===== config.mk =====
export PLATFORM = sky130hd
export DESIGN_NAME = shift_register_ctl_flat
export DESIGN_NICKNAME = d
export VERILOG_FILES = /design/src/rtl/shift_register_ctl_if.sv /design/src/rtl/shift_register_ctl.sv /design/src/flat_wrapper.sv
export SDC_FILE = /design/constraint.sdc
export NUM_CORES = 1
export LEC_CHECK = 0
export CAP_MARGIN = 20
export CORE_ASPECT_RATIO = 1.4
export CORE_UTILIZATION = 40
export CTS_CLUSTER_SIZE = 40
export DETAILED_ROUTE_END_ITERATION = 16
export GPL_TIMING_DRIVEN = 0
export PLACE_DENSITY_LB_ADDON = 0.12
export SKIP_CTS_REPAIR_TIMING = 1
export SLEW_MARGIN = 20
export SYNTH_ARGS = -nofsm -noshare
export SYNTH_HDL_FRONTEND = slang
export SYNTH_SLANG_ARGS = --single-unit

===== constraint.sdc =====
create_clock -name clock -period 2.6 [get_ports clock]
set_clock_uncertainty 0.2 [all_clocks]
set_input_delay 0.52 -clock clock [delete_from_list [all_inputs] [get_ports clock]]
set_output_delay 0.52 -clock clock [all_outputs]
set_load 0.1 [all_outputs]

===== src/rtl/shift_register_ctl_if.sv =====
// Handshake/data bundle for shift_register_ctl.
// Optional parity output is present only when SHIFT_REG_PARITY_EN is defined.
interface shift_register_ctl_if #(
  parameter int WIDTH     = 8,
  parameter int CNT_WIDTH = 4
);
  logic                 clear;
  logic                 enable;
  logic                 start;
  logic [2:0]           mode;
  logic [CNT_WIDTH-1:0] shift_amt;
  logic [WIDTH-1:0]     d;
  logic                 serial_in;
  logic [WIDTH-1:0]     q;
  logic                 serial_out;
  logic                 busy;
  logic                 done;
`ifdef SHIFT_REG_PARITY_EN
  logic                 parity;
`endif

  modport master (
    output clear, enable, start, mode, shift_amt, d, serial_in,
`ifdef SHIFT_REG_PARITY_EN
    input  parity,
`endif
    input  q, serial_out, busy, done
  );

  modport slave (
    input  clear, enable, start, mode, shift_amt, d, serial_in,
`ifdef SHIFT_REG_PARITY_EN
    output parity,
`endif
    output q, serial_out, busy, done
  );
endinterface


===== src/rtl/shift_register_ctl.sv =====
// Universal shift register with single-step path and N-step start/busy/done sequencer.
// Define SHIFT_REG_PARITY_EN to add a combinational parity output of q.
module shift_register_ctl #(
  parameter int WIDTH     = 8,
  parameter int CNT_WIDTH = 4
) (
  input  logic                clock,
  input  logic                reset,
  shift_register_ctl_if.slave bus
);
  localparam logic [2:0] M_LOAD = 3'b001;
  localparam logic [2:0] M_SHL  = 3'b010;
  localparam logic [2:0] M_SHR  = 3'b011;
  localparam logic [2:0] M_SRA  = 3'b100;
  localparam logic [2:0] M_ROL  = 3'b101;
  localparam logic [2:0] M_ROR  = 3'b110;

  typedef enum logic {IDLE, SHIFT} state_t;

  state_t               state, state_n;
  logic [WIDTH-1:0]     q, q_n;
  logic                 so, so_n;
  logic                 busy, busy_n;
  logic                 done, done_n;
  logic [CNT_WIDTH-1:0] cnt, cnt_n;
  logic [2:0]           lmode, lmode_n;

  logic [2:0]           smode;
  logic [WIDTH-1:0]     sq;
  logic                 sbit;

  function automatic logic is_shift(input logic [2:0] m);
    return (m >= M_SHL) && (m <= M_ROR);
  endfunction

  // One step of the selected mode; the sequencer uses the latched mode so
  // bus.mode may change freely while busy.
  always_comb begin
    smode = (state == SHIFT) ? lmode : bus.mode;
    sq    = q;
    sbit  = so;
    case (smode)
      M_LOAD: sq = bus.d;
      M_SHL: begin sq = {q[WIDTH-2:0], bus.serial_in}; sbit = q[WIDTH-1]; end
      M_SHR: begin sq = {bus.serial_in, q[WIDTH-1:1]}; sbit = q[0];       end
      M_SRA: begin sq = {q[WIDTH-1], q[WIDTH-1:1]};    sbit = q[0];       end
      M_ROL: begin sq = {q[WIDTH-2:0], q[WIDTH-1]};    sbit = q[WIDTH-1]; end
      M_ROR: begin sq = {q[0], q[WIDTH-1:1]};          sbit = q[0];       end
      default: ;
    endcase
  end

  always_comb begin
    state_n = state;
    q_n     = q;
    so_n    = so;
    busy_n  = busy;
    done_n  = 1'b0;
    cnt_n   = cnt;
    lmode_n = lmode;
    if (bus.clear) begin
      state_n = IDLE;
      q_n     = '0;
      so_n    = 1'b0;
      busy_n  = 1'b0;
      cnt_n   = '0;
    end else begin
      case (state)
        IDLE: begin
          if (bus.start) begin
            if (is_shift(bus.mode) && (bus.shift_amt != '0)) begin
              lmode_n = bus.mode;
              cnt_n   = bus.shift_amt;
              busy_n  = 1'b1;
              state_n = SHIFT;
            end else begin
              // zero-length or non-shift start: only load has an effect
              if (bus.mode == M_LOAD) q_n = bus.d;
              done_n = 1'b1;
            end
          end else if (bus.enable) begin
            q_n  = sq;
            so_n = sbit;
          end
        end
        SHIFT: begin
          q_n   = sq;
          so_n  = sbit;
          cnt_n = cnt - CNT_WIDTH'(1);
          if (cnt == CNT_WIDTH'(1)) begin
            busy_n  = 1'b0;
            done_n  = 1'b1;
            state_n = IDLE;
          end
        end
      endcase
    end
  end

  always_ff @(posedge clock or posedge reset) begin
    if (reset) begin
      state <= IDLE;
      q     <= '0;
      so    <= 1'b0;
      busy  <= 1'b0;
      done  <= 1'b0;
      cnt   <= '0;
      lmode <= '0;
    end else begin
      state <= state_n;
      q     <= q_n;
      so    <= so_n;
      busy  <= busy_n;
      done  <= done_n;
      cnt   <= cnt_n;
      lmode <= lmode_n;
    end
  end

  assign bus.q          = q;
  assign bus.serial_out = so;
  assign bus.busy       = busy;
  assign bus.done       = done;
`ifdef SHIFT_REG_PARITY_EN
  assign bus.parity     = ^q;
`endif
endmodule


===== src/flat_wrapper.sv =====
// flat-port wrapper written by rule: the top's interface ports become plain ports
module shift_register_ctl_flat 
#(
  parameter int WIDTH     = 8,
  parameter int CNT_WIDTH = 4
)
  (clock, reset, bus_clear, bus_enable, bus_start, bus_mode, bus_shift_amt, bus_d, bus_serial_in, bus_q, bus_serial_out, bus_busy, bus_done);
  shift_register_ctl_if #(.WIDTH(WIDTH), .CNT_WIDTH(CNT_WIDTH)) bus_i ();
  input  logic clock;
  input  logic reset;
  input wire logic [$bits(bus_i.clear)-1:0] bus_clear;
  input wire logic [$bits(bus_i.enable)-1:0] bus_enable;
  input wire logic [$bits(bus_i.start)-1:0] bus_start;
  input wire logic [$bits(bus_i.mode)-1:0] bus_mode;
  input wire logic [$bits(bus_i.shift_amt)-1:0] bus_shift_amt;
  input wire logic [$bits(bus_i.d)-1:0] bus_d;
  input wire logic [$bits(bus_i.serial_in)-1:0] bus_serial_in;
  output wire logic [$bits(bus_i.q)-1:0] bus_q;
  output wire logic [$bits(bus_i.serial_out)-1:0] bus_serial_out;
  output wire logic [$bits(bus_i.busy)-1:0] bus_busy;
  output wire logic [$bits(bus_i.done)-1:0] bus_done;
  assign bus_i.clear = bus_clear;
  assign bus_i.enable = bus_enable;
  assign bus_i.start = bus_start;
  assign bus_i.mode = bus_mode;
  assign bus_i.shift_amt = bus_shift_amt;
  assign bus_i.d = bus_d;
  assign bus_i.serial_in = bus_serial_in;
  assign bus_q = bus_i.q;
  assign bus_serial_out = bus_i.serial_out;
  assign bus_busy = bus_i.busy;
  assign bus_done = bus_i.done;
  shift_register_ctl #(.WIDTH(WIDTH), .CNT_WIDTH(CNT_WIDTH)) u_core (.clock(clock), .reset(reset), .bus(bus_i));
endmodule

==> key figures, run 1 <==
Critical path
  • Slowest CP cell: clkdlybuf4s50_1
  • Startpoint Class: flop
  • Crit path arrival time: 1.83 ns
  • WS Path Type: flop to output port
  • R2R cell count: 6
  • Buf+Inv Stages, Crit Path: 1
  • CP peak stage delay: 1.16 ns
  • Crit. End Element: output port
  • Critical-path cell list: clkdlybuf4s50_1
  • Worst r2r dst: u_core.bus.q[1]
  • Worst Path Max Fanout: 4
  • Critical R2R Launch: u_core.state
  • Worst EP required: 1.88 ns
  • CP delay by family, top: buffers and inverters
  • Internal reg-to-reg setup slack: 0.55 ns

Synthesis
  • Post-synthesis mux area share: 0.101
  • Post-synth top area share: 0.333
  • Synth warn: 0
  • Simple-gate share of the synthesized area: 0.166
  • XOR/XNOR Fraction of Synth Area: 0.0114
  • Area contributors post-synth: dfrtp_1 33%, a211oi_2 5.3%, a21oi_1 4.9%
  • Post-synthesis compound-gate area fraction: 0.326
  • Combinational family with the most area after synthesis: compound AO/OA/AOI/OAI gates
  • Yosys top cell by area: dfrtp_1
  • Most numerous cell in the Yosys netlist: dfrtp_1
  • Syn Nets: 162
  • Ys async rst share: 1.00
  • Seq/Total Area, Yosys: 0.333
  • Top cells by count, synth: 19 x dfrtp_1, 14 x a21oi_1, 14 x nor2_1
  • Synthesized area per cell: 10.3 sq um
  • Synth Cell Area: 1430 sq um
  • Number of synthesized register bits: 19
  • Post-synthesis cell type count: 47
  • Adder-cell area share of the yosys netlist: 0.0175
  • Main synth FF type: dfrtp_1
  • Syn Inst Count: 139
  • EDFF count, synth: 0

Drt
  • Vias: 1282
  • DR iter-0 viols: 19
  • Total Wirelength: 3.72 mm
  • Post-DRT Antenna Nets: 0
  • Detailed Routing Iterations Pass 1: 4
  • Vias per cell: 6.02
  • Drt wl/cell: 17.5 microns
  • DRC viols: 0

CTS
  • CTS H-tree lvls: 1
  • CTS tree: done
  • Worst-path clk slew: 0.08 ns
  • Clock Latency Late Sink: 0.26 ns
  • Clock buffer depth: 2
  • Cts bufs inserted: 3
  • Root Driver: clkbuf_8
  • CTS sink cnt: 19

Timing
  • Sum Neg Setup Slack: 0 ns
  • Worst Tran Pin Value: 0.970 ns
  • Slew headroom: 0.351
  • Fmax achieved: 392 MHz
  • RSZ-0062 raised after global routing: false
  • Fin. Hold Viols: 0
  • Final setup fails: 0
  • Tmin final: 2.55 ns
  • Tcrit/Tclk final: 0.980
  • Setup ws final: 0.0519 ns
  • Max Slew Vio Count: 0

Placed design
  • Dpl ws: -0.0742 ns
  • Placer Congestion: 0.853
  • # port buffers: 30
  • HPWL Detailed: 2.87 mm

Min path
  • Hold Startpoint: u_core.lmode[2]
  • Hold Path Sink: u_core.lmode[2]
  • Hold WC Path Type: flop to flop
  • Hold Path Depth: 1

Floorplanning
  • Area of the die: 3820 sq um
  • Initial cell density of the core: 0.423
  • Die height: 72.7 microns
  • IO Count: 32
  • Die width: 52.5 microns
  • Core Rows: 25
  • Core Region: 3380 sq um

Status
  • Status: completed

Global routing
  • GR Overflow Total: 0
  • Largest net degree at the start of global routing: 20
  • Vias in the first global route: 1289
  • First-pass GRT wire length: 6.00 mm
  • Global-route usage over all layers: 0.215
  • Initial antenna violation count: 0

Pwr
  • Pleak: 0.000753 uW
  • Total power: 1170 uW
  • Pwr/cell area: 640 nW/um^2
  • Worst vdd ir: 0.303 mV

Finish
  • P&R area growth vs syn: 28.6%
  • Ant diodes: 0
  • Share of cells above drive strength 1: 0.179
  • Net count, final: 197

Job
  • Max-cap viol count: 0
## cell type report
type                       count  area, sq um
buffer                         7         50.0
clock buffer                   4         45.0
fill                         323         1540
inverter                       4         15.0
multi-input combinational    109          887
sequential                    19          475
tap                           40         50.0
timing repair buffer          30          313
## sequential cells by signal, summed over array words and instances (netlist names)
signal,cells
u_core.bus.busy,1
u_core.bus.done,1
u_core.bus.q,8
u_core.bus.serial_out,1
u_core.cnt,4
u_core.lmode,3
u_core.state,1
## worst max-delay path by stage
stage / startpoint / endpoint / slack [ns] / depth (start not counted)
finish: u_core.bus.q[1] / bus_q[1] / 0.05 / 1
global route: u_core.bus.q[2] / bus_q[2] / 0.01 / 1
CTS: u_core.bus.q[7] / bus_q[7] / -0.06 / 1
detailed placement: bus_mode[1] / u_core.bus.q[0] / -0.07 / 6
global placement: bus_mode[1] / u_core.bus.q[0] / -0.05 / 6
floorplan: bus_shift_amt[2] / u_core.lmode[0] / 0.55 / 4
## logic make-up after synthesis
logic type,Yosys count
AOI/OAI and AO/OA,55
DFF,19
buffers and inverters,11
muxes,11
adders and majority gates,2
xor gates and xnor gates,1
and+or+nand+nor,40
## per-layer routing
layer  wire length [microns]  up-vias  global-route usage
met5                       0        -                   0
met2                    2150       32               0.428
li1                        -      616                   -
met3                     115        5              0.0250
met1                    1400      629               0.213
met4                      47        0              0.0819
## where the power goes
| group | leakage, uW | total, uW | internal, uW | switching, uW |
|---|---|---|---|---|
| clock | 0.0000228 | 212 | 109 | 103 |
| combinational | 0.000483 | 577 | 199 | 378 |
| sequential | 0.000247 | 385 | 338 | 47.4 |
| total | 0.000753 | 1170 | 646 | 528 |
## worst register-to-register path, delay by kind of cell (launching register included)
kind | cells | cell delay, ns
AOI/OAI and AO/OA | 3 | 0.70
buffers and inverters | 2 | 0.33
and+or+nand+nor | 1 | 0.36
DFF | 1 | 0.38
## placed cells by master (no fill, tap or decap), types with 2 or more instances in the layout
cell             instances
o21bai_1                 2
mux2i_1                  4
a211oi_4                 2
o211ai_1                 2
mux2i_4                  2
o21ai_1                  2
clkdlybuf4s50_1         25
dlymetal6s2s_1           5
nor2_2                   2
inv_1                    4
clkbuf_8                 3
nand2_1                  5
nor2b_1                  2
nor2_1                  14
a211oi_1                 5
ha_1                     2
nand2b_1                 2
a211oi_2                 6
buf_6                    3
nand3b_1                 2
mux2_2                   4
or3_1                    2
nor3b_1                  2
a311oi_1                 2
nand3_1                  3
dfrtp_1                 19
o21ai_0                  3
a21oi_1                 14
clkbuf_1                 3
o221ai_1                 7
## through the flow
| step | area, sq um | cells | utilization | hold WS (ns) |
|---|---|---|---|---|
| after global routing | 1840 | 213 | 0.543 | 0.353 |
| final | 1840 | 213 | 0.543 | 0.333 |
| after floorplan | 1430 | 139 | - | 0.271 |
| after CTS | 1820 | 213 | 0.540 | 0.338 |
| after global placement | 1780 | 209 | 0.526 | 0.317 |
| after detailed placement | 1780 | 209 | 0.526 | 0.314 |
Note: power is estimated with default switching activity, not from simulation.
==> run 2: changes to the inputs <==
--- a/config.mk
+++ b/config.mk
@@ -13,7 +13,6 @@
 export GPL_TIMING_DRIVEN = 0
 export PLACE_DENSITY_LB_ADDON = 0.12
 export SKIP_CTS_REPAIR_TIMING = 1
-export SLEW_MARGIN = 20
 export SYNTH_ARGS = -nofsm -noshare
 export SYNTH_HDL_FRONTEND = slang
 export SYNTH_SLANG_ARGS = --single-unit
==> results of run 2 <==
The final DEF is identical to that of run 1; final timing and power are the same.
==> run 3: changes to the inputs <==
--- a/config.mk
+++ b/config.mk
@@ -5,7 +5,7 @@
 export SDC_FILE = /design/constraint.sdc
 export NUM_CORES = 1
 export LEC_CHECK = 0
-export CAP_MARGIN = 20
+export CAP_MARGIN = 5
 export CORE_ASPECT_RATIO = 1.4
 export CORE_UTILIZATION = 40
 export CTS_CLUSTER_SIZE = 40
==> results of run 3 <==
The final DEF is identical to that of run 1; final timing and power are the same.
